File: config.mk
export PLATFORM = sky130hd
export DESIGN_NAME = cdr_reset_ctrl_mc_flat
export DESIGN_NICKNAME = d
export VERILOG_FILES = /design/src/rtl/cdr_reset_ctrl_mc_if.sv /design/src/rtl/cdr_reset_ctrl_mc.sv /design/src/flat_wrapper.sv
export SDC_FILE = /design/constraint.sdc
export NUM_CORES = 1
export LEC_CHECK = 0
export ABC_AREA = 1
export CAP_MARGIN = 20
export CORE_MARGIN = 4
export CORE_UTILIZATION = 54
export DETAILED_ROUTE_END_ITERATION = 8
export GPL_TIMING_DRIVEN = 0
export PLACE_DENSITY = 0.78
export SYNTH_ARGS = -nofsm -noshare
export SYNTH_HDL_FRONTEND = slang
export SYNTH_SLANG_ARGS = --single-unit
File: constraint.sdc
create_clock -name clk -period 1.8 [get_ports clk]
set_clock_uncertainty 0.1 [all_clocks]
set_input_delay 0.36 -clock clk [delete_from_list [all_inputs] [get_ports clk]]
set_output_delay 0.36 -clock clk [all_outputs]
set_load 0.05 [all_outputs]
File: src/rtl/cdr_reset_ctrl_mc_if.sv
// Status/control bundle between the SERDES receive quad, the per-lane CDR
// reset sequencer and the PCS reset logic.
interface cdr_reset_ctrl_mc_if #(
  parameter int NUM_CH  = 4,
  parameter int RETRY_W = 8
);
  logic [NUM_CH-1:0]         cdr_lol;
  logic [NUM_CH-1:0]         cdr_los;
  logic [NUM_CH-1:0]         force_rst;
  logic                      clr_retry;
  logic [NUM_CH-1:0]         cdr_rst_out;
  logic [NUM_CH-1:0]         lane_locked;
  logic                      all_locked;
  logic [NUM_CH*RETRY_W-1:0] retry_cnt;

  // Side that supplies lane status and requests, and consumes reset/lock.
  modport master (
    output cdr_lol, cdr_los, force_rst, clr_retry,
    input  cdr_rst_out, lane_locked, all_locked, retry_cnt
  );

  // The sequencer itself.
  modport slave (
    input  cdr_lol, cdr_los, force_rst, clr_retry,
    output cdr_rst_out, lane_locked, all_locked, retry_cnt
  );
endinterface

File: src/rtl/cdr_reset_ctrl_mc.sv
// Multi-lane CDR reset sequencer. Each lane pulses its CDR reset, waits for
// the CDR to settle, then watches a debounced loss-of-lock and the raw
// (synchronised) loss-of-signal, re-resetting the lane when either fails.
module cdr_reset_ctrl_mc #(
  parameter int NUM_CH     = 4,
  parameter int SHORT_CYC  = 32,
  parameter int LONG_CYC   = 4194304,
  parameter int TIMER_W    = 23,
  parameter int LOL_FILT   = 4,
  parameter int EARLY_LOCK = 0,
  parameter int RETRY_W    = 8
) (
  input  logic                 clk,
  input  logic                 rst,
  cdr_reset_ctrl_mc_if.slave   bus
);

  typedef enum logic [2:0] {
    ST_ASSRT      = 3'd0,
    ST_WAIT_SHORT = 3'd1,
    ST_WAIT_LONG  = 3'd2,
    ST_SEEK       = 3'd3,
    ST_WAIT_SIG   = 3'd4
  } state_t;

  localparam int                 FILT_W     = (LOL_FILT > 1) ? $clog2(LOL_FILT) : 1;
  localparam logic [FILT_W-1:0]  FILT_LAST  = FILT_W'(LOL_FILT - 1);
  localparam logic [TIMER_W-1:0] SHORT_LAST = TIMER_W'(SHORT_CYC - 1);
  localparam logic [TIMER_W-1:0] LONG_LAST  = TIMER_W'(LONG_CYC - 1);

  // Retry counters stick at all-ones so a flapping lane never wraps to a
  // misleadingly small count.
  function automatic logic [RETRY_W-1:0] sat_inc(input logic [RETRY_W-1:0] v);
    return (&v) ? v : v + 1'b1;
  endfunction

  logic [NUM_CH-1:0] locked_v;
  logic [NUM_CH-1:0] rst_out_v;
  logic              all_locked_r;

  for (genvar g = 0; g < NUM_CH; g++) begin : g_lane
    logic [1:0]         lol_sync;
    logic [1:0]         los_sync;
    logic               lol_f;
    logic [FILT_W-1:0]  flt_cnt;
    logic [TIMER_W-1:0] timer;
    logic [RETRY_W-1:0] retry;
    logic               locked;
    state_t             state;
    state_t             nxt;

    // Two-flop synchronisers; reset to "unlocked, no signal".
    always_ff @(posedge clk) begin
      if (rst) begin
        lol_sync <= 2'b11;
        los_sync <= 2'b11;
      end else begin
        lol_sync <= {lol_sync[0], bus.cdr_lol[g]};
        los_sync <= {los_sync[0], bus.cdr_los[g]};
      end
    end

    // Debounce loss-of-lock: accept a new level only after LOL_FILT
    // consecutive samples that disagree with the current filtered value.
    always_ff @(posedge clk) begin
      if (rst) begin
        lol_f   <= 1'b1;
        flt_cnt <= '0;
      end else if (lol_sync[1] == lol_f) begin
        flt_cnt <= '0;
      end else if (flt_cnt == FILT_LAST) begin
        lol_f   <= lol_sync[1];
        flt_cnt <= '0;
      end else begin
        flt_cnt <= flt_cnt + 1'b1;
      end
    end

    // Next-state decode; a forced restart overrides every other transition.
    always_comb begin
      nxt = state;
      case (state)
        ST_ASSRT:      nxt = ST_WAIT_SHORT;
        ST_WAIT_SHORT: if (timer == SHORT_LAST) nxt = ST_WAIT_LONG;
        ST_WAIT_LONG: begin
          if (los_sync[1])                      nxt = ST_WAIT_SIG;
          else if (timer == LONG_LAST)          nxt = ST_SEEK;
          else if ((EARLY_LOCK != 0) && !lol_f) nxt = ST_SEEK;
        end
        ST_SEEK: begin
          if (los_sync[1]) nxt = ST_WAIT_SIG;
          else if (lol_f)  nxt = ST_ASSRT;
        end
        ST_WAIT_SIG:   if (!los_sync[1]) nxt = ST_ASSRT;
        default:       nxt = ST_ASSRT;
      endcase
      if (bus.force_rst[g]) nxt = ST_ASSRT;
    end

    // Lane FSM, state timer, retry counter and registered lock flag.
    always_ff @(posedge clk) begin
      if (rst) begin
        state  <= ST_ASSRT;
        timer  <= '0;
        retry  <= '0;
        locked <= 1'b0;
      end else begin
        state  <= nxt;
        timer  <= ((nxt != state) || (nxt == ST_ASSRT)) ? '0 : timer + 1'b1;
        if (bus.clr_retry)
          retry <= '0;
        else if (nxt == ST_ASSRT)
          retry <= sat_inc(retry);
        locked <= (state == ST_SEEK) && !lol_f;
      end
    end

    assign rst_out_v[g] = (state == ST_ASSRT) || (state == ST_WAIT_SHORT) ||
                          (state == ST_WAIT_SIG);
    assign locked_v[g]  = locked;
    assign bus.retry_cnt[g*RETRY_W +: RETRY_W] = retry;
  end

  // Whole-quad lock flag, one cycle behind the per-lane flags.
  always_ff @(posedge clk) begin
    if (rst) all_locked_r <= 1'b0;
    else     all_locked_r <= &locked_v;
  end

  assign bus.cdr_rst_out = rst_out_v;
  assign bus.lane_locked = locked_v;
  assign bus.all_locked  = all_locked_r;

endmodule

File: src/flat_wrapper.sv
// flat-port wrapper written by rule: the top's interface ports become plain ports
module cdr_reset_ctrl_mc_flat 
#(
  parameter int NUM_CH     = 4,
  parameter int SHORT_CYC  = 32,
  parameter int LONG_CYC   = 4194304,
  parameter int TIMER_W    = 23,
  parameter int LOL_FILT   = 4,
  parameter int EARLY_LOCK = 0,
  parameter int RETRY_W    = 8
)
  (clk, rst, bus_cdr_lol, bus_cdr_los, bus_force_rst, bus_clr_retry, bus_cdr_rst_out, bus_lane_locked, bus_all_locked, bus_retry_cnt);
  cdr_reset_ctrl_mc_if #(.NUM_CH(NUM_CH), .RETRY_W(RETRY_W)) bus_i ();
  input  logic clk;
  input  logic rst;
  input wire logic [$bits(bus_i.cdr_lol)-1:0] bus_cdr_lol;
  input wire logic [$bits(bus_i.cdr_los)-1:0] bus_cdr_los;
  input wire logic [$bits(bus_i.force_rst)-1:0] bus_force_rst;
  input wire logic [$bits(bus_i.clr_retry)-1:0] bus_clr_retry;
  output wire logic [$bits(bus_i.cdr_rst_out)-1:0] bus_cdr_rst_out;
  output wire logic [$bits(bus_i.lane_locked)-1:0] bus_lane_locked;
  output wire logic [$bits(bus_i.all_locked)-1:0] bus_all_locked;
  output wire logic [$bits(bus_i.retry_cnt)-1:0] bus_retry_cnt;
  assign bus_i.cdr_lol = bus_cdr_lol;
  assign bus_i.cdr_los = bus_cdr_los;
  assign bus_i.force_rst = bus_force_rst;
  assign bus_i.clr_retry = bus_clr_retry;
  assign bus_cdr_rst_out = bus_i.cdr_rst_out;
  assign bus_lane_locked = bus_i.lane_locked;
  assign bus_all_locked = bus_i.all_locked;
  assign bus_retry_cnt = bus_i.retry_cnt;
  cdr_reset_ctrl_mc #(.NUM_CH(NUM_CH), .SHORT_CYC(SHORT_CYC), .LONG_CYC(LONG_CYC), .TIMER_W(TIMER_W), .LOL_FILT(LOL_FILT), .EARLY_LOCK(EARLY_LOCK), .RETRY_W(RETRY_W)) u_core (.clk(clk), .rst(rst), .bus(bus_i));
endmodule
After elaboration in Yosys (flattened, before gate mapping)
Index checks and enable logic that the tools add are counted.
Widths: inputs -> output; s select.
{"block": "word_totals", "output_inout_bits": 41, "reg_bits": 169, "in_bits": 15, "elab_cells": 171}
{"block": "op_classes", "reduce_logical": 50, "n_mux": 32, "bitwise": 8, "eq_ne": 36, "add_sub_neg": 12}
{"cell": "$add 23x1->23 const B", "n": 4}
{"cell": "$eq 23x22->1 const B", "n": 4}
{"cell": "$eq 23x5->1 const B", "n": 4}
{"cell": "$mux 3", "n": 28}
{"cell": "$pmux 3 s5", "n": 4}
{"cell": "$add 8x1->8 const B", "n": 4}
{"cell": "$reduce_and 8->1", "n": 4}
{"cell": "$eq 3x2->1 const B", "n": 8}
{"cell": "$logic_not 3->1", "n": 8}
{"cell": "$reduce_and 2->1", "n": 8}
{"cell": "$eq 3x1->1 const B", "n": 4}
{"cell": "$eq 3x3->1 const B", "n": 4}
{"cell": "$logic_or 1x1->1", "n": 12}
{"cell": "$ne 3x3->1", "n": 4}
{"cell": "$reduce_or 3->1", "n": 4}
{"cell": "$reduce_or 2->1", "n": 5}
{"cell": "$add 2x1->2 const B", "n": 4}
{"cell": "$eq 2x2->1 const B", "n": 4}
{"cell": "$not 1->1", "n": 8}
{"cell": "$eq 1x1->1", "n": 4}
{"cell": "$logic_and 1x1->1", "n": 4}
{"cell": "$logic_not 1->1", "n": 4}
{"cell": "$reduce_and 4->1", "n": 1}

Longest topological paths before layout
Gate-level depths: netlist of run 1.
{"block": "logic_depth", "ltp_word": 8, "depth_mapped": 15, "depth_no_buf": 14}

Least setup slack after synthesis of run 1
No wires, ideal clock.
{"block": "synth_path", "kind": "register to register", "startpoint": "register u_core.g_lane[1].retry[1]", "endpoint": "register u_core.g_lane[1].retry[0]", "slack_ps": -288, "t_arrival_ps": 1874, "period_less_slack_ps": 2088, "n_path_buf": 0, "required_time_ps": 1586, "path_stages_with_launch": 9, "setup_ps": 114, "path_cell_list": "dfxtp_1 -> ha_1 -> nand2_1 -> nor3_1 -> nand3_1 -> nand3_2 -> nand2_1 -> nand2_1 -> nor2_1"}
{"block": "synth_between", "elab_chain_cells": 3}
{"item": "start, declared", "line_no": "cdr_reset_ctrl_mc.sv:47", "rtl": "logic [RETRY_W-1:0] retry;"}
{"item": "start signal, assigned", "line_no": "cdr_reset_ctrl_mc.sv:113", "rtl": "retry <= sat_inc(retry);"}
{"item": "$reduce_and 8->1", "line_no": "cdr_reset_ctrl_mc.sv:34", "rtl": "return (&v) ? v : v + 1'b1;"}
{"item": "$not 1->1 (no source line)"}
{"item": "$reduce_and 2->1 (no source line)"}
No other way between the ends.
A chain may end at the register's enable or synchronous reset.

Final worst setup path of run 1
{"block": "layout_path", "startpoint": "register u_core.g_lane[3].timer[10]", "endpoint": "register u_core.g_lane[3].retry[7]"}
{"block": "layout_between", "elab_chain_cells": 7, "elab_cells_between_ends": 9, "classes_between": "2 x eq/ne; 5 x mux; 2 x reduce/logical"}
{"item": "start, declared", "line_no": "cdr_reset_ctrl_mc.sv:46", "rtl": "logic [TIMER_W-1:0] timer;"}
{"item": "start signal, assigned", "line_no": "cdr_reset_ctrl_mc.sv:109", "rtl": "timer <= ((nxt != state) || (nxt == ST_ASSRT)) ? '0 : timer + 1'b1;"}
{"item": "$eq 23x22->1", "line_no": "cdr_reset_ctrl_mc.sv:87", "rtl": "else if (timer == LONG_LAST) nxt = ST_SEEK;"}
{"item": "$mux 3", "line_no": "cdr_reset_ctrl_mc.sv:87"}
{"item": "$mux 3", "line_no": "cdr_reset_ctrl_mc.sv:86", "rtl": "if (los_sync[1]) nxt = ST_WAIT_SIG;"}
{"item": "$pmux 3 s5 (*)", "line_no": "cdr_reset_ctrl_mc.sv:82", "rtl": "case (state)"}
{"item": "$mux 3 (*)", "line_no": "cdr_reset_ctrl_mc.sv:97", "rtl": "if (bus.force_rst[g]) nxt = ST_ASSRT;"}
{"item": "$logic_not 3->1 (*)", "line_no": "cdr_reset_ctrl_mc.sv:112", "rtl": "else if (nxt == ST_ASSRT)"}
{"item": "$reduce_and 2->1 (no source line) (*)"}
{"item": "end signal, assigned", "line_no": "cdr_reset_ctrl_mc.sv:113"}
{"item": "end, declared", "line_no": "cdr_reset_ctrl_mc.sv:47"}
Every way passes the cells marked *; elsewhere a longest branch is shown, timed or not.

==> flow_summary.yaml, run 1 <==
routing:
  detail_route.wl_per_cell_um: 16.8
  dr.pass1.iters: 5
  vias: 8586
  ant_nets: 0
  drt-initial-drc-count: 748
  drcViolationCount: 0
  totalWireLength_mm: 25.7
  via_per_inst: 5.62
status:
  violations: "setup timing"
  outcome: "complete, but fails checks"
synthesis:
  syn_area_um2: 8700
  synth_area_leaders: "dfxtp_1 39%, nand2_1 8.5%, nor2_1 7.9%"
  yosys_register_bits: 169
  synthCells: 1136
  synth_compound_area_share_pct: 4.50
  synth_xor_area_share_pct: 10.3
  synth_top_family_by_area: "simple AND/OR/NAND/NOR gates"
  synth_area_leader_cell: "dfxtp_1"
  yosysUniqueCellTypes: 32
  synth_simple_gate_area_share_pct: 37.3
  muxShareOfSynthArea_pct: 0
  syn-num-nets: 1163
  ys_seq_area_share_pct: 38.9
  synthAdderAreaFrac_pct: 1.73
  postSynthAreaPerCell_um2: 7.66
  yosysTopAreaCellShare_pct: 38.9
  synth-warning-count: 0
final_layout:
  drive_above_1_share_pct: 36.5
  layout-area-overhead-vs-synth_pct: 40.0
  final_common_cell: "nand2_1"
  nets: 1325
  fill_cells: 962
  design_area_um2: 12200
  layout.cells.non_filler: 1527
  multiInputGateArea_um2: 5630
  n_antenna_cell: 0
  seq_area_um2: 3480
  final_cell_mix: "158 x nand2_1, 139 x nor2_1, 111 x dfxtp_1, 108 x inv_1, 72 x xor2_1"
timing:
  setup_ws_ns: -0.348
  hold_viol_final: 0
  tns_ns: -27.03
  setup_viol: 127
  slew_headroom_pct: 48.0
  grt_setup_unrepaired: "yes"
  drv_slew: 0
  worst_slew_pin_slew_ns: 0.780
  period_minus_slack_ns: 2.15
  period_share_pct: 119
  fmax_mhz: 466
worst_setup_path:
  worstPathMaxFanout: 4
  critical_path_class: "flip-flop to flip-flop"
  rrSetupSlack_ns: -0.35
  crit_required_ns: 1.99
  worstRegToRegCells: 14
  crit_arrival_ns: 2.34
  r2r_end: "u_core.g_lane[3].retry[7]$_SDFFE_PP0P_"
  cp-end-kind: "flip-flop"
  start_kind: "flip-flop"
  r2r-start: "u_core.g_lane[3].timer[10]$_SDFF_PP0_"
place:
  port_buffers: 55
  hpwl_mm: 13.1
  placed_cell_area_um2: 9690
  place_congestion: 0.876
  placedCellCount: 1407
clock_network:
  cts_sinks: 169
  clkTransAtPathRegs_ns: 0.07
  root_buffer: "clkbuf_16"
  cts_buffers: 17
  holdBufCountCts: 0
  clk_latency_ns: 0.45
  htreeDepth: 4
  clk_path_buf_depth: 2
  cts_tree: "done"
flow_run:
  cap_violations: 0
hold_path:
  hold_depth: 1
  hp-start: "u_core.g_lane[1].los_sync[0]$_SDFF_PP1_"
  holdCritPathClass: "flip-flop to flip-flop"
  whs_endpoint: "u_core.g_lane[1].los_sync[1]$_SDFF_PP1_"
power:
  power_uw: 8120
  leakage_uw: 0.00461
  power.share.combinational_pct: 9.5
  irDropWorstVdd_v: 0.000837
  internal_power_uw: 6100
  clock_power_share_pct: 43.7
  pwr-share-seq_pct: 46.8
  swShare_pct: 24.9
  p_per_area_nw_per_um2: 667
  p_sw_uw: 2030
floorplan:
  start_util_pct: 55.0
  core_um2: 15800
  die_area_um2: 18200
  die_h_um: 135
  rows: 46
  die_w_um: 135
  io_pins: 56
global_route:
  use_met1_pct: 31.3
  grt_max_degree: 17
  grt_pass1_vias: 8120
  grt_pass1_wl_mm: 37.7
  gr-usage-all-layers_pct: 25.0
  grt-ovfl-total: 0
  gr-max-usage-layer: "met2"
  gr-usage-met2_pct: 42.7
  antenna_found_initial: 0
  grt_util_met3_pct: 5.22
## state kept, by name, indices dropped and copies added, names as in the netlist
| name | cells |
|---|---|
| u_core.g_lane.locked | 4 |
| u_core.g_lane.los_sync | 8 |
| u_core.bus.all_locked | 1 |
| u_core.g_lane.lol_sync | 8 |
| u_core.g_lane.lol_f | 4 |
| u_core.g_lane.timer | 92 |
| u_core.g_lane.retry | 32 |
| u_core.g_lane.flt_cnt | 8 |
| u_core.g_lane.state | 12 |
## synthesized netlist by cell type
library cell and instances:
nand2_1 197, nor2_1 183, dfxtp_1 169, inv_1 109, xor2_1 73, nand3_1 66
nor3_2 58, nand4_1 51, a21oi_1 46, xnor2_1 29, nor3_1 27, or2_2 18
buf_6 12, ha_1 12, o21ai_0 11, nand2_2 10, nand3_2 8, nor2_2 8
nor4_1 7, buf_4 6, clkbuf_1 6, nand2_4 6, o211ai_1 5, buf_2 4
nand3b_1 4, a31oi_1 3, inv_2 2, o21bai_2 2, a21boi_2 1, a21oi_2 1
nor3b_1 1, o21a_1 1
## final cells by class
cell class | instances | share of cell area [%]
Buffer | 28 | 2.84
Clock buffer | 21 | 3.79
Clock inverter | 11 | 0.801
Inverter | 111 | 3.42
Multi-Input combinational cell | 832 | 46.2
Sequential cell | 169 | 28.5
Tap cell | 216 | 2.22
Timing Repair Buffer | 139 | 12.2
## worst max-delay path, cell delays in order, from the launching register on
cell and delay, ns:
dfxtp_1 0.42, nand2_1 0.12, nor2_2 0.17, nand2_2 0.10, nor2_4 0.13, nand2_1 0.07, nand2_1 0.05, nand2_1 0.06
nand2_2 0.10, nand2_4 0.08, buf_6 0.15, buf_6 0.12, buf_6 0.12, nand4_1 0.10, a21oi_1 0.10
## cell families (layout without fill, tap and decap cells)
family	Yosys count	after routing
flip-flops	169	169
AND/OR/NAND/NOR	644	648
adder cells (fa/ha/maj)	12	12
XOR/XNOR	102	102
buffers and inverters	139	310
AO/OA/AOI/OAI	70	70
## worst max-delay path by stage
| stage | startpoint | end | slack [ns] | cells past startpoint |
|---|---|---|---|---|
| 2_1_floorplan | u_core.g_lane[3].timer[0]$_SDFF_PP0_ | u_core.g_lane[3].timer[0]$_SDFF_PP0_ | -0.03 | 15 |
| 3_3_place_gp | bus_force_rst[0] | u_core.g_lane[0].timer[18]$_SDFF_PP0_ | -0.67 | 10 |
| 3_5_place_dp | bus_force_rst[0] | u_core.g_lane[0].timer[17]$_SDFF_PP0_ | -0.71 | 10 |
| 4_1_cts | u_core.g_lane[3].timer[0]$_SDFF_PP0_ | u_core.g_lane[3].timer[21]$_SDFF_PP0_ | -0.23 | 15 |
| 5_1_grt | u_core.g_lane[2].state[2]$_SDFF_PP0_ | u_core.g_lane[2].timer[10]$_SDFF_PP0_ | -0.44 | 9 |
| 6_report | u_core.g_lane[3].timer[10]$_SDFF_PP0_ | u_core.g_lane[3].retry[7]$_SDFFE_PP0P_ | -0.35 | 14 |
## power by group through the flow
stage,Combinational (uW),Sequential (uW),Clock [uW]
after CTS,671,3800,3530
after floorplan,284,3910,0
final,772,3800,3550
after global routing,808,3800,3740
after detailed placement,421,3890,0
after global placement,414,3890,0
## repair_timing
item / CTS / global route
cloned: 15 / 3
hold endpoints to repair: 0 / 0
setup buffers: 49 / 27
resized for setup: 254 / 181
pin swaps: 49 / 74
setup endpoints to repair: 165 / 148
## layer usage
layer	wire, um	vias up
li1	-	4031
met1	10200	4041
met2	12700	409
met3	1750	105
met4	966	0
met5	0	-
## per-stage QoR
step           utilization [%]  setup slack, ns  hold slack, ns
4_1_cts                   72.5           -0.233           0.309
2_1_floorplan                -          -0.0260           0.289
5_1_grt                   77.0           -0.444           0.320
6_report                  77.0           -0.348           0.308
3_3_place_gp              61.2           -0.672           0.290
3_5_place_dp              61.2           -0.711           0.294
No activity file was read; power rests on OpenSTA's default activity.
==> run 2: changes to the inputs <==
Settings changed: CORE_ASPECT_RATIO set to 1.1, MAX_ROUTING_LAYER set to met4.
==> run 2 against run 1 <==
Effect of this change: cell area increased by 2.1%; critical endpoint is now u_core.g_lane[2].timer[14]$_SDFF_PP0_; global-route usage increased by 2.3 points; largest power group unchanged; routed wire length increased by 8.1%; non-clock buffer count increased by 11; total power increased by 3.0%; via count increased by 4.0%; die area about the same; worst hold slack improved by 0.0064 ns; critical path depth decreased by 4; count of clock-buffer cells in the layout increased by 2; cell count decreased by 0.33%; fmax decreased by 3.6%; the flow still finishes with violations (setup timing).
==> flow_summary.yaml, run 2 (same netlist as run 1, synthesis figures left out) <==
routing:
  drt-initial-drc-count: 811
  drcViolationCount: 0
  dr.pass1.iters: 6
  detail_route.wl_per_cell_um: 18.2
  totalWireLength_mm: 27.7
  ant_nets: 0
  via_per_inst: 5.87
  vias: 8932
timing:
  worst_slew_pin_slew_ns: 0.790
  tns_ns: -27.97
  slew_headroom_pct: 47.3
  setup_ws_ns: -0.428
  grt_setup_unrepaired: "yes"
  setup_viol: 129
  fmax_mhz: 449
  hold_viol_final: 0
  holdWs_ns: 0.315
  period_share_pct: 124
  period_minus_slack_ns: 2.23
  drv_slew: 0
worst_setup_path:
  cpMostUsedCell: "nor3_2"
  slowest_delay_ns: 0.49
  crit_path_cell_trace: "inv_1 -> o21ai_1 -> nor3_2 -> nand2_1 -> nand3_1 -> nor2_2 -> nand3_4 -> buf_12 -> buf_16 -> nor3_2"
  cp-end-kind: "flip-flop"
  critical_path_class: "flip-flop to flip-flop"
  critical_path.top_delay_family: "simple AND/OR/NAND/NOR gates"
  crit_arrival_ns: 2.50
  crit_required_ns: 2.07
  worstPathMaxFanout: 6
  critPathBufInv: 3
  start_kind: "flip-flop"
  slowest_stage: "dfxtp_1"
final_layout:
  nets: 1336
  final_common_cell: "nand2_1"
  final_cell_mix: "152 x nand2_1, 132 x nor2_1, 108 x inv_1, 99 x dfxtp_1, 70 x xor2_1"
  n_antenna_cell: 0
  largestRegisters: "u_core.g_lane.timer (92), u_core.g_lane.retry (32), u_core.g_lane.state (12)"
  layout-area-overhead-vs-synth_pct: 42.9
  drive_above_1_share_pct: 39.3
  largest-register: "u_core.g_lane.timer"
  layout.cells.non_filler: 1522
  largest_reg_flops: 92
place:
  hpwl_mm: 13.1
  place_congestion: 0.875
  placedCellCount: 1391
  port_buffers: 55
  pre_cts_slack_ns: -0.657
floorplan:
  die_h_um: 141
  io_pins: 56
  die_w_um: 129
  die_area_um2: 18200
  start_util_pct: 55.3
  core_um2: 15700
  rows: 48
global_route:
  grt_pass1_wl_mm: 39.5
  gr-usage-all-layers_pct: 27.4
  grt_max_degree: 17
  grt-ovfl-total: 0
  antenna_found_initial: 0
  grt_pass1_vias: 8343
clock_network:
  cts_tree: "done"
  cts_sinks: 169
  root_buffer: "clkbuf_16"
  cts_buffers: 17
  clkTransAtPathRegs_ns: 0.07
  htreeDepth: 4
  holdBufCountCts: 0
  clk_path_buf_depth: 2
  clk_latency_ns: 0.44
hold_path:
  holdCritPathClass: "flip-flop to flip-flop"
status:
  violations: "setup timing"
  outcome: "complete, but fails checks"
power:
  power_uw: 8370
  leakage_uw: 0.00473
  irDropWorstVdd_v: 0.000752
  p_per_area_nw_per_um2: 673
flow_run:
  cap_violations: 0
-- run 2: changes by cell type in the layout (fill, tap and decap cells not counted), moves of 6 or more --
cell     before  now
buf_4        55   65
dfxtp_2      50   63
buf_12        9   17
nor2_1      139  132
nor2_4       18   28
dfxtp_1     111   99
nand2_2      40   47
nand2_1     158  152
-- run 2: final timing paths --
kind / end / depth (start not counted) / from / slack, ns
worst max-delay path: u_core.g_lane[2].timer[14]$_SDFF_PP0_ / 10 / u_core.g_lane[2].state[2]$_SDFF_PP0_ / -0.43
worst min register to register: u_core.g_lane[1].los_sync[1]$_SDFF_PP1_ / 1 / u_core.g_lane[1].los_sync[0]$_SDFF_PP1_ / 0.31
worst min-delay path: u_core.g_lane[1].los_sync[1]$_SDFF_PP1_ / 1 / u_core.g_lane[1].los_sync[0]$_SDFF_PP1_ / 0.31
worst max register to register: u_core.g_lane[2].timer[14]$_SDFF_PP0_ / 10 / u_core.g_lane[2].state[2]$_SDFF_PP0_ / -0.43
-- run 2: per-stage QoR --
stage          utilization (%)  cell area [um^2]
4_1_cts                   74.6             11700
3_3_place_gp              61.4              9670
2_1_floorplan                -              8860
6_report                  79.0             12400
5_1_grt                   79.0             12400
3_5_place_dp              61.4              9670
-- run 2: routing by layer --
metal | part of all wire [%] | wire [um] | GRT usage, % | vias to the layer above
met2 | 49 | 13700 | 45.6 | 485
met4 | 5.3 | 1470 | 12.1 | 0
met1 | 39 | 10800 | 32.2 | 4234
met3 | 6.5 | 1790 | 4.77 | 152
li1 | - | - | - | 4061
met5 | 0 | 0 | - | -
-- run 2: timing repair --
action | CTS | global route
pin swaps | 62 | 90
cloned | 17 | 2
setup buffers | 66 | 26
gates resized for setup | 258 | 221
endpoints found under the setup margin | 165 | 150
-- run 2: layout make-up --
type / count / area [um^2]
clock buffers: 23 / 489
inverters: 111 / 417
fillers: 897 / 3300
well taps: 200 / 250
plain buffers: 25 / 300
repair buffers: 153 / 1630
clock inverters: 9 / 114
flip-flops and latches: 169 / 3490
multi-input cells: 832 / 5750
-- run 2: power by group --
part | internal, uW | switching, uW
sequential | 3770 | 33.8
clock | 2200 | 1590
combinational | 338 | 432
total | 6310 | 2050
==> run 3: changes to the inputs <==
Settings changed: GPL_TIMING_DRIVEN 0 to not set.
==> run 3 against run 2 <==
Effect of this change: first-iteration DRC count increased by 26%; setup slack got worse by 0.047 ns; the flow still finishes with violations (setup timing); total power decreased by 0.47%; cell count increased by 8.2%; core utilization increased by 6.1 points; critical path type unchanged; global-route usage increased by 3.9 points; cell area increased by 7.7%; critical path depth increased by 1; sequential power about the same; count of clock-buffer cells in the layout increased by 1.
==> flow_summary.yaml, run 3 (same netlist as run 1, synthesis figures left out) <==
worst_setup_path:
  cp-end-kind: "flip-flop"
  start_kind: "flip-flop"
  crit_arrival_ns: 2.51
  critical_path_class: "flip-flop to flip-flop"
  rrSetupSlack_ns: -0.48
  worstPathMaxFanout: 2
  crit_required_ns: 2.03
timing:
  period_share_pct: 126
  slew_headroom_pct: 58.2
  fmax_mhz: 439
  grt_setup_unrepaired: "yes"
  setup_ws_ns: -0.475
  hold_viol_final: 0
  drv_slew: 0
  worst_slew_pin_slew_ns: 0.626
  period_minus_slack_ns: 2.28
  setup_viol: 126
  holdWs_ns: 0.311
final_layout:
  layout.cells.non_filler: 1647
  fill_cells: 781
  seq_area_um2: 3450
  n_antenna_cell: 0
  nets: 1462
  multiInputGateArea_um2: 6000
  layout-area-overhead-vs-synth_pct: 53.9
  largestRegisters: "u_core.g_lane.timer (92), u_core.g_lane.retry (32), u_core.g_lane.state (12)"
  drive_above_1_share_pct: 41.9
  final_common_cell: "buf_4"
  largest-register: "u_core.g_lane.timer"
  largest_reg_flops: 92
  final_cell_mix: "238 x buf_4, 161 x nand2_1, 136 x nor2_1, 127 x dfxtp_1, 108 x inv_1"
  design_area_um2: 13400
floorplan:
  die_w_um: 129
  die_h_um: 141
  core_um2: 15700
  start_util_pct: 55.3
  die_area_um2: 18200
  rows: 48
  io_pins: 56
global_route:
  gr-usage-all-layers_pct: 31.2
  antenna_found_initial: 0
  grt_pass1_wl_mm: 44.5
  grt_max_degree: 29
  grt-ovfl-total: 0
  grt_pass1_vias: 9403
clock_network:
  cts_buffers: 17
  clkTransAtPathRegs_ns: 0.07
  cts_sinks: 169
  clk_path_buf_depth: 2
  root_buffer: "clkbuf_16"
  clk_latency_ns: 0.44
  cts_tree: "done"
  htreeDepth: 4
status:
  violations: "setup timing"
  outcome: "complete, but fails checks"
power:
  p_per_area_nw_per_um2: 622
  irDropWorstVdd_v: 0.000805
  leakage_uw: 0.00548
routing:
  dr.pass1.iters: 7
  ant_nets: 0
  detail_route.wl_per_cell_um: 19.8
  vias: 9838
  totalWireLength_mm: 32.6
  drcViolationCount: 0
  drt-initial-drc-count: 1018
  via_per_inst: 5.97
hold_path:
  holdCritPathClass: "flip-flop to flip-flop"
place:
  port_buffers: 55
  placed_cell_area_um2: 11000
  hpwl_mm: 14.9
  place_congestion: 0.885
  placedCellCount: 1562
flow_run:
  cap_violations: 0
[run 3: changes by cell type in the layout (fill, tap and decap cells not counted), sizes merged, moves of 3 or more]
cell,change
clkdlybuf4s15,-28
clkbuf,-11
nand2,+7
nand3,+3
buf,+157
[run 3: power breakdown]
part | total [uW] | internal [uW] | switching, uW
Clock | 3770 | 2210 | 1560
Sequential | 3800 | 3770 | 29.3
Combinational | 753 | 281 | 472
[run 3: per-layer routing]
metal,global-route usage [%],up-vias,wire length (um)
li1,-,4329,-
met1,33.4,4647,11800
met2,53.4,618,16300
met3,6.97,244,2350
met4,16.6,0,2180
met5,-,-,0
[run 3: layout make-up]
cell class,instances,share of cell area [%]
clock inverter,7,0.673
inverter,111,3.13
timing repair buffer,294,20.0
sequential,169,25.7
tap,200,1.87
clock buffer,24,3.75
multi-input combinational,842,44.8
[run 3: worst max-delay path, stage by stage (launching register included)]
cell     delay [ns]
dfxtp_2        0.36
buf_4          0.11
buf_4          0.11
nand3_1        0.10
nor2_1         0.22
nand2_1        0.11
nor2_1         0.17
nand3_1        0.14
nor2_1         0.26
nand2_1        0.13
xor2_1         0.28
nor3_4         0.07
[run 3: worst paths after layout]
path | start | to | depth (start not counted)
setup / recovery | u_core.g_lane[2].timer[1]$_SDFF_PP0_ | u_core.g_lane[2].timer[15]$_SDFF_PP0_ | 11
hold / removal | u_core.g_lane[1].los_sync[0]$_SDFF_PP1_ | u_core.g_lane[1].los_sync[1]$_SDFF_PP1_ | 1
setup reg to reg | u_core.g_lane[2].timer[1]$_SDFF_PP0_ | u_core.g_lane[2].timer[15]$_SDFF_PP0_ | 11
hold reg to reg | u_core.g_lane[1].los_sync[0]$_SDFF_PP1_ | u_core.g_lane[1].los_sync[1]$_SDFF_PP1_ | 1
[run 3: repair_timing]
action | 4_1_cts | 5_1_grt
pin swaps | 86 | 73
gates cloned | 17 | 5
gates resized for setup | 110 | 169
hold buffers | 0 | 0
endpoints found under the setup margin | 127 | 132
setup buffers | 26 | 12
[run 3: stage by stage]
step	TNS, ns	worst slack [ns]	total power (uW)	utilization [%]
after floorplan	-0.137	-0.0260	4190	-
after global placement	-33.31	-0.407	4310	70.2
after detailed placement	-38.34	-0.491	4320	70.2
after CTS	-9.38	-0.141	8140	79.9
after global routing	-39.91	-0.532	8500	85.1
final	-32.50	-0.475	8330	85.1
